==> src/rtl/fetch_pkg.sv <==
// Shared constants, FSM state encoding and slot layout for the instruction-fetch front end.
package fetch_pkg;

  localparam logic [4:0]  CAUSE_INST_MISALIGNED   = 5'd0;
  localparam logic [4:0]  CAUSE_INST_ACCESS_FAULT = 5'd1;
  localparam logic [4:0]  CAUSE_NONE              = 5'd31;
  localparam logic [31:0] INST_NOP                = 32'h0000_0013;

  typedef enum logic [2:0] {
    ST_IDLE  = 3'd0,
    ST_REQ   = 3'd1,
    ST_WAIT  = 3'd2,
    ST_DRAIN = 3'd3,
    ST_HALT  = 3'd4
  } fetch_state_e;

  typedef struct packed {
    logic [31:0] inst;
    logic [63:0] pc;
    logic [4:0]  cause;
    logic [63:0] tval;
  } slot_t;

endpackage

==> src/rtl/fetch_obuf.sv <==
// Single-entry output slot feeding IF/ID; presents NOP/CAUSE_NONE when empty.
// Clear beats load beats pop.
module fetch_obuf
  import fetch_pkg::*;
(
  input  logic        clk,
  input  logic        rst,
  input  logic        load_i,
  input  logic        pop_i,
  input  logic        clear_i,
  input  logic [31:0] inst_i,
  input  logic [63:0] pc_i,
  input  logic [4:0]  cause_i,
  input  logic [63:0] tval_i,
  output logic [31:0] inst_o,
  output logic [63:0] pc_o,
  output logic [4:0]  cause_o,
  output logic [63:0] tval_o,
  output logic        full_o
);

  logic        full_q;
  logic [31:0] inst_q;
  logic [63:0] pc_q;
  logic [4:0]  cause_q;
  logic [63:0] tval_q;

  always_ff @(posedge clk or posedge rst) begin
    if (rst) begin
      full_q  <= 1'b0;
      inst_q  <= INST_NOP;
      pc_q    <= '0;
      cause_q <= CAUSE_NONE;
      tval_q  <= '0;
    end else if (clear_i) begin
      full_q <= 1'b0;
    end else if (load_i) begin
      full_q  <= 1'b1;
      inst_q  <= inst_i;
      pc_q    <= pc_i;
      cause_q <= cause_i;
      tval_q  <= tval_i;
    end else if (pop_i) begin
      full_q <= 1'b0;
    end
  end

  assign full_o  = full_q;
  assign inst_o  = full_q ? inst_q  : INST_NOP;
  assign pc_o    = full_q ? pc_q    : 64'd0;
  assign cause_o = full_q ? cause_q : CAUSE_NONE;
  assign tval_o  = full_q ? tval_q  : 64'd0;

endmodule

==> src/rtl/fetch_ctrl.sv <==
// Fetch PC owner: one outstanding 32-bit read at a time, redirects on trap/branch,
// drains responses belonging to squashed requests, halts on fetch exceptions.
module fetch_ctrl
  import fetch_pkg::*;
#(
  parameter logic [63:0] RESET_PC = 64'h0000_0000_0000_1000
) (
  input  logic        clk,
  input  logic        rst,
  input  logic        stall,
  input  logic        bj_en,
  input  logic [63:0] bj_target,
  input  logic        trap_en,
  input  logic [63:0] trap_target,
  output logic        req_valid,
  input  logic        req_ready,
  output logic [63:0] req_addr,
  input  logic        rsp_valid,
  input  logic [31:0] rsp_data,
  input  logic        rsp_err,
  output logic [31:0] inst_out,
  output logic [63:0] pc_out,
  output logic [4:0]  cause_out,
  output logic [63:0] tval_out
);

  fetch_state_e state_q, state_d;
  logic [63:0]  pc_q, pc_d;
  logic [63:0]  req_addr_q, req_addr_d;
  logic         drain_pend_q, drain_pend_d;

  logic         redirect, accept, obuf_full, can_fill, ob_load;
  logic [31:0]  ld_inst;
  logic [63:0]  ld_pc, ld_tval;
  logic [4:0]   ld_cause;

  assign redirect  = trap_en | bj_en;
  assign req_valid = (state_q == ST_REQ);
  assign req_addr  = req_addr_q;
  assign accept    = req_valid & req_ready;
  // A new slot may be produced only if the buffer will be empty after this edge.
  assign can_fill  = ~obuf_full | ~stall;

  always_comb begin
    state_d      = state_q;
    pc_d         = pc_q;
    req_addr_d   = req_addr_q;
    drain_pend_d = drain_pend_q;
    ob_load      = 1'b0;
    ld_inst      = INST_NOP;
    ld_pc        = pc_q;
    ld_cause     = CAUSE_NONE;
    ld_tval      = '0;

    unique case (state_q)
      ST_IDLE: begin
        if (can_fill) begin
          if (pc_q[1:0] != 2'b00) begin
            ob_load  = 1'b1;
            ld_cause = CAUSE_INST_MISALIGNED;
            ld_tval  = pc_q;
            state_d  = ST_HALT;
          end else begin
            req_addr_d = pc_q;
            state_d    = ST_REQ;
          end
        end
      end
      ST_REQ: begin
        if (req_ready) begin
          state_d      = drain_pend_q ? ST_DRAIN : ST_WAIT;
          drain_pend_d = 1'b0;
        end
      end
      ST_WAIT: begin
        if (rsp_valid) begin
          ob_load = 1'b1;
          if (rsp_err) begin
            ld_cause = CAUSE_INST_ACCESS_FAULT;
            ld_tval  = pc_q;
            state_d  = ST_HALT;
          end else begin
            ld_inst = rsp_data;
            pc_d    = pc_q + 64'd4;
            state_d = ST_IDLE;
          end
        end
      end
      ST_DRAIN: begin
        if (rsp_valid) state_d = ST_IDLE;
      end
      ST_HALT: ;
      default: state_d = ST_IDLE;
    endcase

    // An unaccepted request must be held as-is; the new target waits in pc_q.
    if (redirect) begin
      pc_d       = trap_en ? trap_target : bj_target;
      req_addr_d = req_addr_q;
      ob_load    = 1'b0;
      unique case (state_q)
        ST_REQ: begin
          state_d      = accept ? ST_DRAIN : ST_REQ;
          drain_pend_d = ~accept;
        end
        ST_WAIT, ST_DRAIN: state_d = rsp_valid ? ST_IDLE : ST_DRAIN;
        default:           state_d = ST_IDLE;
      endcase
    end
  end

  always_ff @(posedge clk or posedge rst) begin
    if (rst) begin
      state_q      <= ST_IDLE;
      pc_q         <= RESET_PC;
      req_addr_q   <= RESET_PC;
      drain_pend_q <= 1'b0;
    end else begin
      state_q      <= state_d;
      pc_q         <= pc_d;
      req_addr_q   <= req_addr_d;
      drain_pend_q <= drain_pend_d;
    end
  end

  fetch_obuf u_obuf (
    .clk     (clk),
    .rst     (rst),
    .load_i  (ob_load),
    .pop_i   (~stall),
    .clear_i (redirect),
    .inst_i  (ld_inst),
    .pc_i    (ld_pc),
    .cause_i (ld_cause),
    .tval_i  (ld_tval),
    .inst_o  (inst_out),
    .pc_o    (pc_out),
    .cause_o (cause_out),
    .tval_o  (tval_out),
    .full_o  (obuf_full)
  );

endmodule

==> config.mk <==
export PLATFORM = sky130hd
export DESIGN_NAME = fetch_ctrl
export DESIGN_NICKNAME = d
export VERILOG_FILES = /design/src/rtl/fetch_pkg.sv /design/src/rtl/fetch_obuf.sv /design/src/rtl/fetch_ctrl.sv
export SDC_FILE = /design/constraint.sdc
export NUM_CORES = 1
export LEC_CHECK = 0
export ABC_CLOCK_PERIOD_IN_PS = 19900
export BUFFER_PORTS_ARGS = -buffer_cell sky130_fd_sc_hd__buf_2
export CAP_MARGIN = 20
export CORE_ASPECT_RATIO = 1.2
export CORE_UTILIZATION = 25
export CTS_CLUSTER_SIZE = 14
export DETAILED_ROUTE_END_ITERATION = 10
export PLACE_DENSITY = 0.47
export SLEW_MARGIN = 20
export SYNTH_ARGS = -nofsm -noshare
export SYNTH_HDL_FRONTEND = slang
export SYNTH_SLANG_ARGS = --single-unit
==> constraint.sdc <==
create_clock -name clk -period 19.9 [get_ports clk]
set_input_delay 0.995 -clock clk [delete_from_list [all_inputs] [get_ports clk]]
set_output_delay 0.995 -clock clk [all_outputs]
set_load 0.005 [all_outputs]
==> impl_metrics.tcl, run 1 <==
set metrics [dict create \
    clock_power_share 0.312 \
    dp_hpwl_um 34100 \
    antenna_found_initial 7 \
    slew_headroom 0.318 \
    drtPass1Iterations 4 \
    place_congestion 0.755 \
    p_leak_nw 8.26 \
    finalCritPeriodShare 0.188 \
    final.min_clock_period_ps 3750 \
    rsz0062_at_grt "false" \
    async_flop_share 1.00 \
    critical_path.max_stage_delay_ps 840 \
    crit_required_ps 18910 \
    grt_start_max_net_pins 199 \
    drt-total-wl_um 49400 \
    p_int_mw 1.49 \
    area_growth_pct 27.3 \
    h-tree-depth 2 \
    die_h_um 261 \
    wl_per_cell_um 20.7 \
    numCtsBuffers 35 \
    grt_overflow 0 \
    tightest_slew_ps 1020 \
    die-width_um 218 \
    crit_chain "buf_4 -> nand2b_1 -> buf_2" \
    synth-warning-count 0 \
    worstPathMaxFanout 93 \
    max_cap_violations 0 \
    syn-num-nets 1464 \
    nNetsFinal 1804 \
    ys_types 52 \
    fill_cells 5705 \
    final_cell_area_sq_um 17700 \
    row_count 94 \
    core_sq_um 54900 \
    hold_depth 2 \
    vias 11136 \
    viasPerCell 4.67 \
    switchingPower_uw 643 \
    min_path_type "register to register" \
    r2r_cells 6 \
    power_density_nw_per_um2 120 \
    combinationalPowerShare 0.236 \
    setup_viol_count_final 0 \
    synth-main-ff-cell "dfrtp_1" \
    tritoncts "built" \
    clock-skew-final_ps 18.1 \
    postRouteAntennaNets 0 \
    multiInputGateArea_sq_um 6150 \
    postPlaceCellArea_sq_um 16600 \
    final_cell_mix "buf_2 (396), dfrtp_1 (287), and2_1 (164)" \
    grt_usage 0.173 \
    whs_endpoint "u_obuf.cause_q[3]" \
    layout_commonest_cell "buf_2" \
    post_cts_buffers 0 \
    grt_pass1_vias 11462 \
    timing.rr.start "u_obuf.full_o" \
    max_freq_mhz 267 \
    critPathKind "register to primary output" \
    io_pins 398 \
    min_from "u_obuf.cause_q[3]" \
    clockBufferDepth 3 \
    synth_edf_count 0 \
    synth_area_sq_um 13900 \
    pre_cts_ws_ps 16210 \
    postSynthAreaPerCell_sq_um 10.8 \
    status "finished, final reports clean" \
    initial_core_util 0.254 \
    clockRootBuffer "clkbuf_16" \
    ctsResizeCount 0 \
    layout_setup_ws_ps 16150 \
    cts.sinks 295 \
    regToRegSetupSlack_ps 16510 \
    path_clk_slew_ps 60 \
    yosysSeqAreaShare 0.530 \
    drc_errors 0 \
    cp_slowest_cell "buf_4" \
    first_iter_violations 564 \
    seqPwrFrac 0.452 \
    clk_latency_ps 550 \
    ir_drop_mv 0.0611 \
    r2r_end "u_obuf.tval_q[57]" \
    dieArea_sq_um 56700 \
    hold_buffers 0 \
    hold_viol 0 \
    cp-start-kind "register" \
    worstPathArrival_ps 2760 \
    maxSlewViolCount 0 \
    grt_pass1_wl_um 73500 \
    port_buffers 397 \
    cp-startpoint "u_obuf.full_o" \
    drive_gt1_frac 0.368 \
    tns_ps 0 \
    switching_share 0.302 \
    ys_ff_latch 295 \
    syn_inst 1295 \
    ff_latch_area_sq_um 7390 \
    end_kind "primary output" \
]
## cell type report
type                    instances  share of cell area
diodes                          3            0.000423
clock buffers                  47              0.0541
clock inverters                16              0.0114
inverters                       7             0.00190
multi-input cells             887               0.347
flip-flops and latches        295               0.417
well taps                     720              0.0508
repair buffers                409               0.118
## layer usage
| metal | up-vias | routed length, um | GRT usage |
|---|---|---|---|
| met4 | 10 | 1590 | 0.0640 |
| met5 | - | 65 | 0 |
| met2 | 304 | 24500 | 0.289 |
| li1 | 5209 | - | - |
| met3 | 72 | 2590 | 0.0364 |
| met1 | 5541 | 20600 | 0.218 |
## critical path, delay by kind of cell (launching register included)
kind	cells	cell delay (ps)
buf+inv	2	1040
simple gates	1	260
flops	1	830
## metrics by stage
stage / utilization / total power [mW] / hold slack (ps) / std cells
3_5_place_dp: 0.302 / 1.48 / 456 / 2318
5_1_grt: 0.323 / 2.26 / 488 / 2383
2_1_floorplan: - / 1.25 / 436 / 1295
3_3_place_gp: 0.302 / 1.47 / 449 / 2318
6_report: 0.323 / 2.13 / 466 / 2384
4_1_cts: 0.323 / 2.17 / 466 / 2381
## synth_stat cells, types with 20 or more instances
master    number  area (sq um)
a21oi_1       53           265
a22o_1        63           552
and2_1       164          1030
clkbuf_1      76           285
dfrtp_1      288          7210
mux2_2       122          1370
nand2_1      123           462
nand3_1       22           110
nand4_1       20           125
nor2_1        27           101
nor2b_1       22           138
o21ai_0       67           335
xnor2_1       31           272
xor2_1        22           193
## worst max path at each step
stage,cells after the start,slack [ps],endpoint
3_3_place_gp,5,16290,u_obuf.tval_q[41]
6_report,3,16150,cause_out[3]
5_1_grt,3,15860,cause_out[1]
3_5_place_dp,5,16210,u_obuf.tval_q[57]
4_1_cts,3,15950,cause_out[3]
2_1_floorplan,1,10770,async pin
## power by group through the flow
stage	Combinational (mW)	Clock (mW)	Sequential, mW
final	0.504	0.665	0.962
after global routing	0.558	0.712	0.993
after CTS	0.515	0.691	0.963
after detailed placement	0.514	0	0.970
after global placement	0.501	0	0.968
after floorplan	0.331	0	0.916
## registers in the layout (all words and copies together), names as in the netlist, named ones only
register and cells:
req_addr 64, u_obuf.inst_q 32, u_obuf.tval_q 64, u_obuf.pc_q 64, u_obuf.cause_q 2, u_obuf.full_o 1
state_q 3, ld_pc 64
## kinds of logic (layout without fill, tap and decap cells)
kind of cell | count (synthesis) | after routing | synth area share
adders and majority gates | 1 | 1 | 0.000897
and+or+nand+nor | 454 | 454 | 0.180
buffers and inverters | 113 | 479 | 0.0328
DFF | 295 | 295 | 0.530
muxes | 132 | 132 | 0.106
AOI/OAI and AO/OA | 247 | 247 | 0.117
other | 0 | 3 | 0
xor gates and xnor gates | 53 | 53 | 0.0333
Note: power is estimated with default switching activity, not from simulation.
==> inputs of run 2 (changes only) <==
Settings changed: ABC_CLOCK_PERIOD_IN_PS 19900 to 3900.
Clock period 19.9 ns to 3.9 ns, I/O delays scaled along.
==> run 2 against run 1 <==
Cell count rose by 5.8%. Largest cell class unchanged. Flip-flop and latch count did not move. Worst hold slack got worse by 450 ps. Critical endpoint is now ld_pc[27].
==> impl_metrics.tcl, run 2 (synthesis gave the netlist of run 1 again) <==
set metrics [dict create \
    critPathMostFrequentCell "nand4_1" \
    tritoncts "built" \
    drt-total-wl_um 50000 \
    h-tree-depth 2 \
    insertedDiodeCount 0 \
    busiest_layer "met2" \
    final.min_clock_period_ps 3140 \
    finish.utilization 0.350 \
    p_total_mw 11.1 \
    r2r_cells 7 \
    tightest_slew_ps 985 \
    layout_setup_ws_ps 761 \
    grt_pass1_vias 12065 \
    dieArea_sq_um 56700 \
    io_pins 398 \
    path_clk_slew_ps 60 \
    max_cap_violations 0 \
    antenna_found_initial 7 \
    gr-usage-met3 0.0348 \
    critPathBufInv 1 \
    clk_latency_ps 540 \
    p_leak_nw 8.90 \
    postRouteAntennaNets 0 \
    use_met2 0.292 \
    viasPerCell 4.64 \
    stdcell_count 2522 \
    critical_path.max_stage_delay_ps 590 \
    area_growth_pct 37.8 \
    setup_viol_count_final 0 \
    dp.cells 2327 \
    status "finished, final reports clean" \
    hold_buffers 129 \
    whs_endpoint "ld_pc[28]" \
    vias 11699 \
    clockRootBuffer "clkbuf_16" \
    crit_chain "nand4_1 -> nor4_2 -> nand4_1 -> xnor2_1 -> mux2i_1 -> o21ai_0 -> dlygate4sd3_1" \
    cts.sinks 295 \
    wl_per_cell_um 19.8 \
    drc_errors 0 \
    layout_commonest_cell "buf_2" \
    min_from "trap_target[28]" \
    grt_overflow 0 \
    cp-start-kind "register" \
    pre_cts_ws_ps 1060 \
    port_buffers 397 \
    end_kind "register" \
    r2r_end "ld_pc[27]" \
    drive_gt1_frac 0.347 \
    finalCritPeriodShare 0.805 \
    timing.rr.start "ld_pc[12]" \
    numCtsBuffers 36 \
    final_cell_area_sq_um 19200 \
    regToRegSetupSlack_ps 760 \
    post_cts_buffers 0 \
    die_h_um 261 \
    row_count 94 \
    dp_hpwl_um 34200 \
    grt_pass1_wl_um 75100 \
    slew_headroom 0.338 \
    drtPass1Iterations 5 \
    grt_usage 0.175 \
    worstPathArrival_ps 3610 \
    fill_cells 5589 \
    maxSlewViolCount 0 \
    max_freq_mhz 319 \
    grt_start_max_net_pins 139 \
    initial_core_util 0.254 \
    worstPathMaxFanout 6 \
    first_iter_violations 600 \
    hold_depth 3 \
    place_congestion 0.740 \
    die-width_um 218 \
    ctsResizeCount 0 \
    hold_viol 0 \
    nNetsFinal 1944 \
    use_met1 0.224 \
    clockBufferDepth 3 \
    clock-skew-final_ps 20.4 \
    final_cell_mix "buf_2 (396), dfrtp_1 (287), and2_1 (164)" \
    rsz0062_at_grt "false" \
    postPlaceCellArea_sq_um 16700 \
    min_path_type "input pin to register" \
    power_density_nw_per_um2 579 \
    crit_required_ps 4370 \
    critPathKind "register to register" \
    core_sq_um 54900 \
    cp_slowest_cell "dfstp_2" \
    ir_drop_mv 0.311 \
    crit_family "simple AND/OR/NAND/NOR gates" \
]
run 2: how the worst max path moves through the flow:
stage / start / to / slack [ps] / cells after the start
after floorplan: rst / async pin / -210 / 1
after global placement: u_obuf.full_o / req_addr[45] / 1080 / 4
after detailed placement: u_obuf.full_o / req_addr[45] / 1060 / 4
after CTS: ld_pc[4] / ld_pc[27] / 630 / 7
after global routing: ld_pc[12] / ld_pc[27] / 510 / 7
final: ld_pc[12] / ld_pc[27] / 760 / 7
run 2: power by group:
| part | leakage [nW] | internal (mW) | switching [mW] |
|---|---|---|---|
| logic | 4.69 | 1.52 | 1.22 |
| clock network | 0.600 | 2.10 | 1.39 |
| registers | 3.62 | 4.17 | 0.715 |
run 2: stage by stage:
step           hold slack (ps)  setup TNS (ps)
2_1_floorplan              281          -59440
3_3_place_gp               410               0
3_5_place_dp               413               0
4_1_cts                   1.91               0
5_1_grt                   12.1               0
6_report                  14.6               0
run 2: cell type report:
class,instances,area (sq um),share of cell area
Clock buffer,51,1060,0.0551
Clock inverter,14,165,0.00860
Inverter,7,30.0,0.00156
Multi-Input combinational cell,887,6150,0.320
Sequential cell,295,7390,0.385
Tap cell,720,901,0.0469
Timing Repair Buffer,548,3510,0.183
run 2: routing by layer:
metal	vias up	wire length (um)
li1	5480	-
met1	5794	21800
met2	331	24300
met3	82	2440
met4	12	1360
met5	-	77
run 2: tightest hold or removal path, stage by stage:
cell and delay [ps]:
buf_2 80, o22ai_1 110, a21oi_1 130
